===== config.mk =====
export PLATFORM = sky130hd
export DESIGN_NAME = pkt_page_alloc
export DESIGN_NICKNAME = d
export VERILOG_FILES = /design/src/rtl/pkt_page_alloc.sv
export SDC_FILE = /design/constraint.sdc
export NUM_CORES = 1
export LEC_CHECK = 0
export CORE_MARGIN = 2
export CORE_UTILIZATION = 48
export CTS_CLUSTER_DIAMETER = 30
export DETAILED_ROUTE_END_ITERATION = 12
export HOLD_SLACK_MARGIN = 0.1
export PLACE_DENSITY = 0.86
export SETUP_SLACK_MARGIN = 0.4
export SYNTH_ARGS = -nofsm -noshare
export SYNTH_HDL_FRONTEND = slang
export SYNTH_SLANG_ARGS = --single-unit

===== constraint.sdc =====
create_clock -name clk -period 7.4 [get_ports clk]
set_input_delay 1.48 -clock clk [delete_from_list [all_inputs] [get_ports clk]]
set_output_delay 1.48 -clock clk [all_outputs]
set_load 0.005 [all_outputs]

===== src/rtl/pkt_page_alloc.sv =====
// Packet-to-page allocator: streams packet words into linked-list pages taken
// from a prefetched free-page queue. It links pages as they fill and ends the
// chain at end of packet. A committed packet's start/end pages go to the
// forwarding stage. An aborted packet's chain goes back to the free list.
//
// Ports:
//   clk, reset                 clock, asynchronous active-high reset
//   crx_*                      packet word input stream (srdy/drdy, eop, commit, abort)
//   par_srdy / par_drdy        free-page request to the free list
//   parr_*                     free page returned by the free list
//   lnp_*                      link write (page -> next page or ENDPAGE)
//   pbra_*                     packet buffer write {page, line}, data
//   a2f_*                      committed packet (start page, end page)
//   ret_*                      aborted chain return (start page, end page)
module pkt_page_alloc #(
  parameter int unsigned    DW       = 64,
  parameter int unsigned    PGW      = 8,
  parameter int unsigned    LPP_LOG  = 2,
  parameter int unsigned    PREFETCH = 4,
  parameter logic [PGW-1:0] ENDPAGE  = {PGW{1'b1}}
) (
  input  logic                   clk,
  input  logic                   reset,
  input  logic                   crx_srdy,
  output logic                   crx_drdy,
  input  logic [DW-1:0]          crx_data,
  input  logic                   crx_eop,
  input  logic                   crx_commit,
  input  logic                   crx_abort,
  output logic                   par_srdy,
  input  logic                   par_drdy,
  input  logic                   parr_srdy,
  output logic                   parr_drdy,
  input  logic [PGW-1:0]         parr_page,
  output logic                   lnp_srdy,
  input  logic                   lnp_drdy,
  output logic [PGW-1:0]         lnp_page,
  output logic [PGW-1:0]         lnp_next,
  output logic                   pbra_srdy,
  input  logic                   pbra_drdy,
  output logic [PGW+LPP_LOG-1:0] pbra_addr,
  output logic [DW-1:0]          pbra_data,
  output logic                   a2f_srdy,
  input  logic                   a2f_drdy,
  output logic [PGW-1:0]         a2f_start,
  output logic [PGW-1:0]         a2f_end,
  output logic                   ret_srdy,
  input  logic                   ret_drdy,
  output logic [PGW-1:0]         ret_start,
  output logic [PGW-1:0]         ret_end
);

  localparam int unsigned OW = $clog2(PREFETCH + 1);
  localparam int unsigned PW = $clog2(PREFETCH);
  localparam logic [OW-1:0]      PF_FULL   = OW'(PREFETCH);
  localparam logic [LPP_LOG-1:0] LAST_LINE = {LPP_LOG{1'b1}};

  typedef enum logic [2:0] {
    S_IDLE, S_WRITE, S_LINK, S_TERM, S_COMMIT, S_ABORT
  } state_t;

  state_t state, state_d;

  // Prefetch queue of free pages plus the count of requests not yet consumed
  logic [PGW-1:0] pf_mem [PREFETCH];
  logic [PW-1:0]  pf_rd, pf_wr;
  logic [OW-1:0]  pf_cnt, pf_cnt_d;
  logic [OW-1:0]  outstanding, outstanding_d;
  logic           pf_push, pf_pop, pf_avail, grant;
  logic [PGW-1:0] pf_head;

  // Packet context
  logic [PGW-1:0]     cur, cur_d, start, start_d;
  logic [LPP_LOG-1:0] line, line_d;
  logic               cm, cm_d, ab, ab_d;
  logic               word_acc;

  // Next values of the registered handshake outputs
  logic           lnp_srdy_d, a2f_srdy_d, ret_srdy_d;
  logic [PGW-1:0] lnp_page_d, lnp_next_d, a2f_start_d, a2f_end_d;
  logic [PGW-1:0] ret_start_d, ret_end_d;

  assign pf_head  = pf_mem[pf_rd];
  assign pf_avail = (pf_cnt != '0);
  assign pf_push  = parr_srdy & parr_drdy;
  assign grant    = par_srdy & par_drdy;

  // Request and queue occupancy bookkeeping; grant+consume together cancel out
  always_comb begin
    outstanding_d = outstanding;
    pf_cnt_d      = pf_cnt;
    if (grant && !pf_pop)      outstanding_d = outstanding + OW'(1);
    else if (!grant && pf_pop) outstanding_d = outstanding - OW'(1);
    if (pf_push && !pf_pop)      pf_cnt_d = pf_cnt + OW'(1);
    else if (!pf_push && pf_pop) pf_cnt_d = pf_cnt - OW'(1);
  end

  // Next-state and output logic
  always_comb begin
    state_d     = state;
    cur_d       = cur;
    start_d     = start;
    line_d      = line;
    cm_d        = cm;
    ab_d        = ab;
    lnp_srdy_d  = lnp_srdy;
    lnp_page_d  = lnp_page;
    lnp_next_d  = lnp_next;
    a2f_srdy_d  = a2f_srdy;
    a2f_start_d = a2f_start;
    a2f_end_d   = a2f_end;
    ret_srdy_d  = ret_srdy;
    ret_start_d = ret_start;
    ret_end_d   = ret_end;
    pf_pop      = 1'b0;
    crx_drdy    = 1'b0;
    word_acc    = 1'b0;
    unique case (state)
      S_IDLE: begin
        if (crx_srdy && pf_avail) begin
          pf_pop  = 1'b1;
          start_d = pf_head;
          cur_d   = pf_head;
          line_d  = '0;
          state_d = S_WRITE;
        end
      end
      S_WRITE: begin
        // Output stage accepts when empty or being drained this cycle
        crx_drdy = !pbra_srdy || pbra_drdy;
        word_acc = crx_srdy && crx_drdy;
        if (word_acc) begin
          line_d = line + LPP_LOG'(1);
          if (crx_eop) begin
            cm_d    = crx_commit;
            ab_d    = crx_abort;
            state_d = S_TERM;
          end else if (line == LAST_LINE) begin
            state_d = S_LINK;
          end
        end
      end
      S_LINK: begin
        // The queue head is only popped together with the link handshake
        if (!lnp_srdy) begin
          if (pf_avail) begin
            lnp_srdy_d = 1'b1;
            lnp_page_d = cur;
            lnp_next_d = pf_head;
          end
        end else if (lnp_drdy) begin
          lnp_srdy_d = 1'b0;
          pf_pop     = 1'b1;
          cur_d      = lnp_next;
          line_d     = '0;
          state_d    = S_WRITE;
        end
      end
      S_TERM: begin
        if (!lnp_srdy) begin
          lnp_srdy_d = 1'b1;
          lnp_page_d = cur;
          lnp_next_d = ENDPAGE;
        end else if (lnp_drdy) begin
          lnp_srdy_d = 1'b0;
          state_d    = (cm && !ab) ? S_COMMIT : S_ABORT;
        end
      end
      S_COMMIT: begin
        if (!a2f_srdy) begin
          a2f_srdy_d  = 1'b1;
          a2f_start_d = start;
          a2f_end_d   = cur;
        end else if (a2f_drdy) begin
          a2f_srdy_d = 1'b0;
          state_d    = S_IDLE;
        end
      end
      S_ABORT: begin
        if (!ret_srdy) begin
          ret_srdy_d  = 1'b1;
          ret_start_d = start;
          ret_end_d   = cur;
        end else if (ret_drdy) begin
          ret_srdy_d = 1'b0;
          state_d    = S_IDLE;
        end
      end
      default: state_d = S_IDLE;
    endcase
  end

  // State, context, prefetch and output registers
  always_ff @(posedge clk or posedge reset) begin
    if (reset) begin
      state       <= S_IDLE;
      cur         <= '0;
      start       <= '0;
      line        <= '0;
      cm          <= 1'b0;
      ab          <= 1'b0;
      outstanding <= '0;
      pf_cnt      <= '0;
      pf_rd       <= '0;
      pf_wr       <= '0;
      par_srdy    <= 1'b0;
      parr_drdy   <= 1'b0;
      lnp_srdy    <= 1'b0;
      lnp_page    <= '0;
      lnp_next    <= '0;
      pbra_srdy   <= 1'b0;
      pbra_addr   <= '0;
      pbra_data   <= '0;
      a2f_srdy    <= 1'b0;
      a2f_start   <= '0;
      a2f_end     <= '0;
      ret_srdy    <= 1'b0;
      ret_start   <= '0;
      ret_end     <= '0;
    end else begin
      state       <= state_d;
      cur         <= cur_d;
      start       <= start_d;
      line        <= line_d;
      cm          <= cm_d;
      ab          <= ab_d;
      outstanding <= outstanding_d;
      pf_cnt      <= pf_cnt_d;
      par_srdy    <= (outstanding_d < PF_FULL);
      parr_drdy   <= (pf_cnt_d < PF_FULL);
      if (pf_push) pf_wr <= pf_wr + PW'(1);
      if (pf_pop)  pf_rd <= pf_rd + PW'(1);
      lnp_srdy    <= lnp_srdy_d;
      lnp_page    <= lnp_page_d;
      lnp_next    <= lnp_next_d;
      a2f_srdy    <= a2f_srdy_d;
      a2f_start   <= a2f_start_d;
      a2f_end     <= a2f_end_d;
      ret_srdy    <= ret_srdy_d;
      ret_start   <= ret_start_d;
      ret_end     <= ret_end_d;
      // Single registered write stage
      if (word_acc) begin
        pbra_srdy <= 1'b1;
        pbra_addr <= {cur, line};
        pbra_data <= crx_data;
      end else if (pbra_drdy) begin
        pbra_srdy <= 1'b0;
      end
    end
  end

  // Free-page storage needs no reset; occupancy is tracked by pf_cnt
  always_ff @(posedge clk) begin
    if (pf_push) pf_mem[pf_wr] <= parr_page;
  end

endmodule


==> metrics.cfg <==
[yosys]
yosys_warnings=0
ys_ff_latch=193
synth_area_um2=7830
syn_nets=748
ys.flop_type=dfrtp_1
yosysMostFrequentCell=nand2_1
postSynthCellCount=650
synthTopCellsByCount=nand2_1 (241), dfrtp_1 (161), mux2_2 (48)
ys_async_sr_fraction_pct=83.4
ys_seq_area_share_pct=63.8
synth_edf_count=32
yosysTopAreaCellShare_pct=51.5
yosysUniqueCellTypes=48
synth_area_leaders=dfrtp_1 (51%), edfxtp_1 (12%), nand2_1 (12%)
yosysTopAreaCell=dfrtp_1
synth_area_per_cell_um2=12.0

[clocking]
cts-resized-gates=0
clock_path_buffers=2
root_buffer=clkbuf_16
path_clk_slew_ps=70
ctsHtreeMaxLevel=4
cts_made_buffers=17
holdBufCountCts=0
cts_setup_buffers=0
cts_tree=done
clkSinkCount=193
clk_latency_ps=430

[sta]
fin_crit_ps=4290
worst_slew_pin_slew_ps=1050
max_freq_mhz=233
relSlewSlack_pct=29.7
fin_skew_ps=11.5
hold_violations=0
post-route-period-util_pct=57.9
holdWs_ps=474
setup_ws_ps=3110
final_max_slew_viol_count=0
final.setup.tns_ps=0
rsz0062_at_grt=false
setup_viol=0

[floorplanning]
initial_utilization_pct=49.3
die_area_um2=17300
die_w_um=132
die_height_um=132
ios=213
core-area_um2=15900
rows=46

[layout]
drive_gt1_share_pct=13.1
seq_area_um2=4990
final_area_um2=10600
stdcell_count=1087
fillCellCount=1155
area_growth_pct=36.1
multi_input_area_um2=2620
antenna-diode-count=0
nets=956
final_util_pct=67.0

[setup_path]
r2r_start=state[2]$_DFFE_PP0P_
crit_path_top_delay_cell=clkdlybuf4s50_1
critPathRequiredTime_ps=5920
r2r_cells=10
cp_cell_sequence=clkdlybuf4s50_1, nand2b_1, and2_1, clkdlybuf4s50_1
worst-path-buf-inv=2
r2r_slack_ps=4700
path_class=primary input to output port
cp-start-kind=primary input
critPathTopFamily=buffers and inverters
cp-startpoint=pbra_drdy
end_kind=output port
cpPeakStageDelay_ps=520
cp_data_arrival_time_ps=2810
path_common_cell=clkdlybuf4s50_1
cp_max_fo=4

[placement]
placedCellCount=1055
placed_cell_area_um2=10100
portBuffers=212
place.gp.congestion=0.864
post-place-ws_ps=3110
dp_hpwl_mm=13.7

[worst_hold_path]
hold_depth=2
min_to=pbra_data[44]$_DFFE_PP0P_
hp-start=pbra_data[44]$_DFFE_PP0P_
hold_class=flip-flop to flip-flop

[grt]
grtUsageMet2_pct=39.6
gr-max-usage-layer=met2
grt_overflow_total=0
grt_pass1_wl_mm=30.8
grt_start_max_net_pins=96
grt_use_total_pct=23.1
grt.met1_usage_pct=27.5
antenna_found_initial=0
grt_pass1_vias=5550
grtUsageMet3_pct=7.52

[drt]
firstDrtPassIters=5
vias_per_cell=5.06
drtIter0Drc=369
wire_per_inst_um=17.8
num_vias=5496
antenna_left=0
drt_wl_total_mm=19.4
drc=0

[job]
maxCapViolations=0

[power_and_ir_drop]
worst_ir_drop_vdd_mv=0.227
leakagePower_nw=4.74
total_power_mw=4.56
cellPowerDensity_nw_per_um2=428

[outcome]
outcome=finished, final reports clean

## worst register-to-register path: cells and delay by family, from the launching register on
family	cells	cell delay [ps]
simple gates	3	580
compound gates	4	710
flops	1	630
fa+ha+maj	1	250
buf+inv	2	430
## power breakdown
group,total (mW),internal (mW),switching [mW]
sequential,1.85,1.53,0.317
combinational,1.83,1.03,0.797
clock,0.880,0.472,0.408
total,4.56,3.03,1.52
## state kept, by name, summed over array words and instances, names as in the netlist, 2 cells and up, named ones only
name         flops
a2f_end          8
state            3
pf_mem          32
pf_rd            2
start            8
pbra_data       64
a2f_start        8
outstanding      2
pf_wr            2
lnp_page         8
pbra_addr       10
cur              8
ret_end          8
line             2
pf_cnt           2
ret_start        8
lnp_next         8
## metal layers
metal  vias up  part of all wire [%]
li1       2575                     -
met1      2716                    40
met2       173                    50
met3        32                   7.0
met4         0                   2.3
met5         -                     0
## worst max path at each step
| stage | to | slack [ps] | depth (start not counted) |
|---|---|---|---|
| after floorplan | asynchronous set/reset pin | 1570 | 1 |
| after global placement | crx_drdy | 3170 | 4 |
| after detailed placement | crx_drdy | 3110 | 4 |
| after CTS | crx_drdy | 3110 | 4 |
| after global routing | crx_drdy | 3050 | 4 |
| final | crx_drdy | 3110 | 4 |
## cells by family after synthesis
group / count (synthesis) / share of synthesized area [%]
DFF: 193 / 63.8
xor gates and xnor gates: 5 / 0.656
adders and majority gates: 14 / 2.24
and+or+nand+nor: 285 / 15.4
muxes: 68 / 10.8
AOI/OAI and AO/OA: 45 / 4.27
buffers and inverters: 40 / 2.85
## cells in the final DEF (no fill, tap or decap), types with 4 or more instances in the layout
cell / synthesis / final
a21oi_1: 16 / 16
and3_1: 5 / 4
buf_4: 9 / 5
clkbuf_16: 0 / 17
clkdlybuf4s50_1: 0 / 212
clkinv_2: 0 / 4
dfrtp_1: 161 / 161
edfxtp_1: 32 / 32
ha_1: 14 / 14
inv_1: 12 / 11
inv_6: 0 / 5
mux2_1: 4 / 4
mux2_2: 48 / 48
mux2i_1: 8 / 8
mux4_2: 8 / 8
nand2_1: 241 / 240
nor2_1: 13 / 13
o21ai_0: 7 / 7
o22a_1: 8 / 8
## layout make-up
cell class	count	area share (%)
Sequential cell	193	46.9
Multi-Input combinational cell	417	24.6
Timing Repair Buffer	217	20.3
Clock buffer	18	4.07
Tap cell	216	2.54
Clock inverter	14	1.21
Inverter	12	0.470
Note: power is estimated with default switching activity, not from simulation.
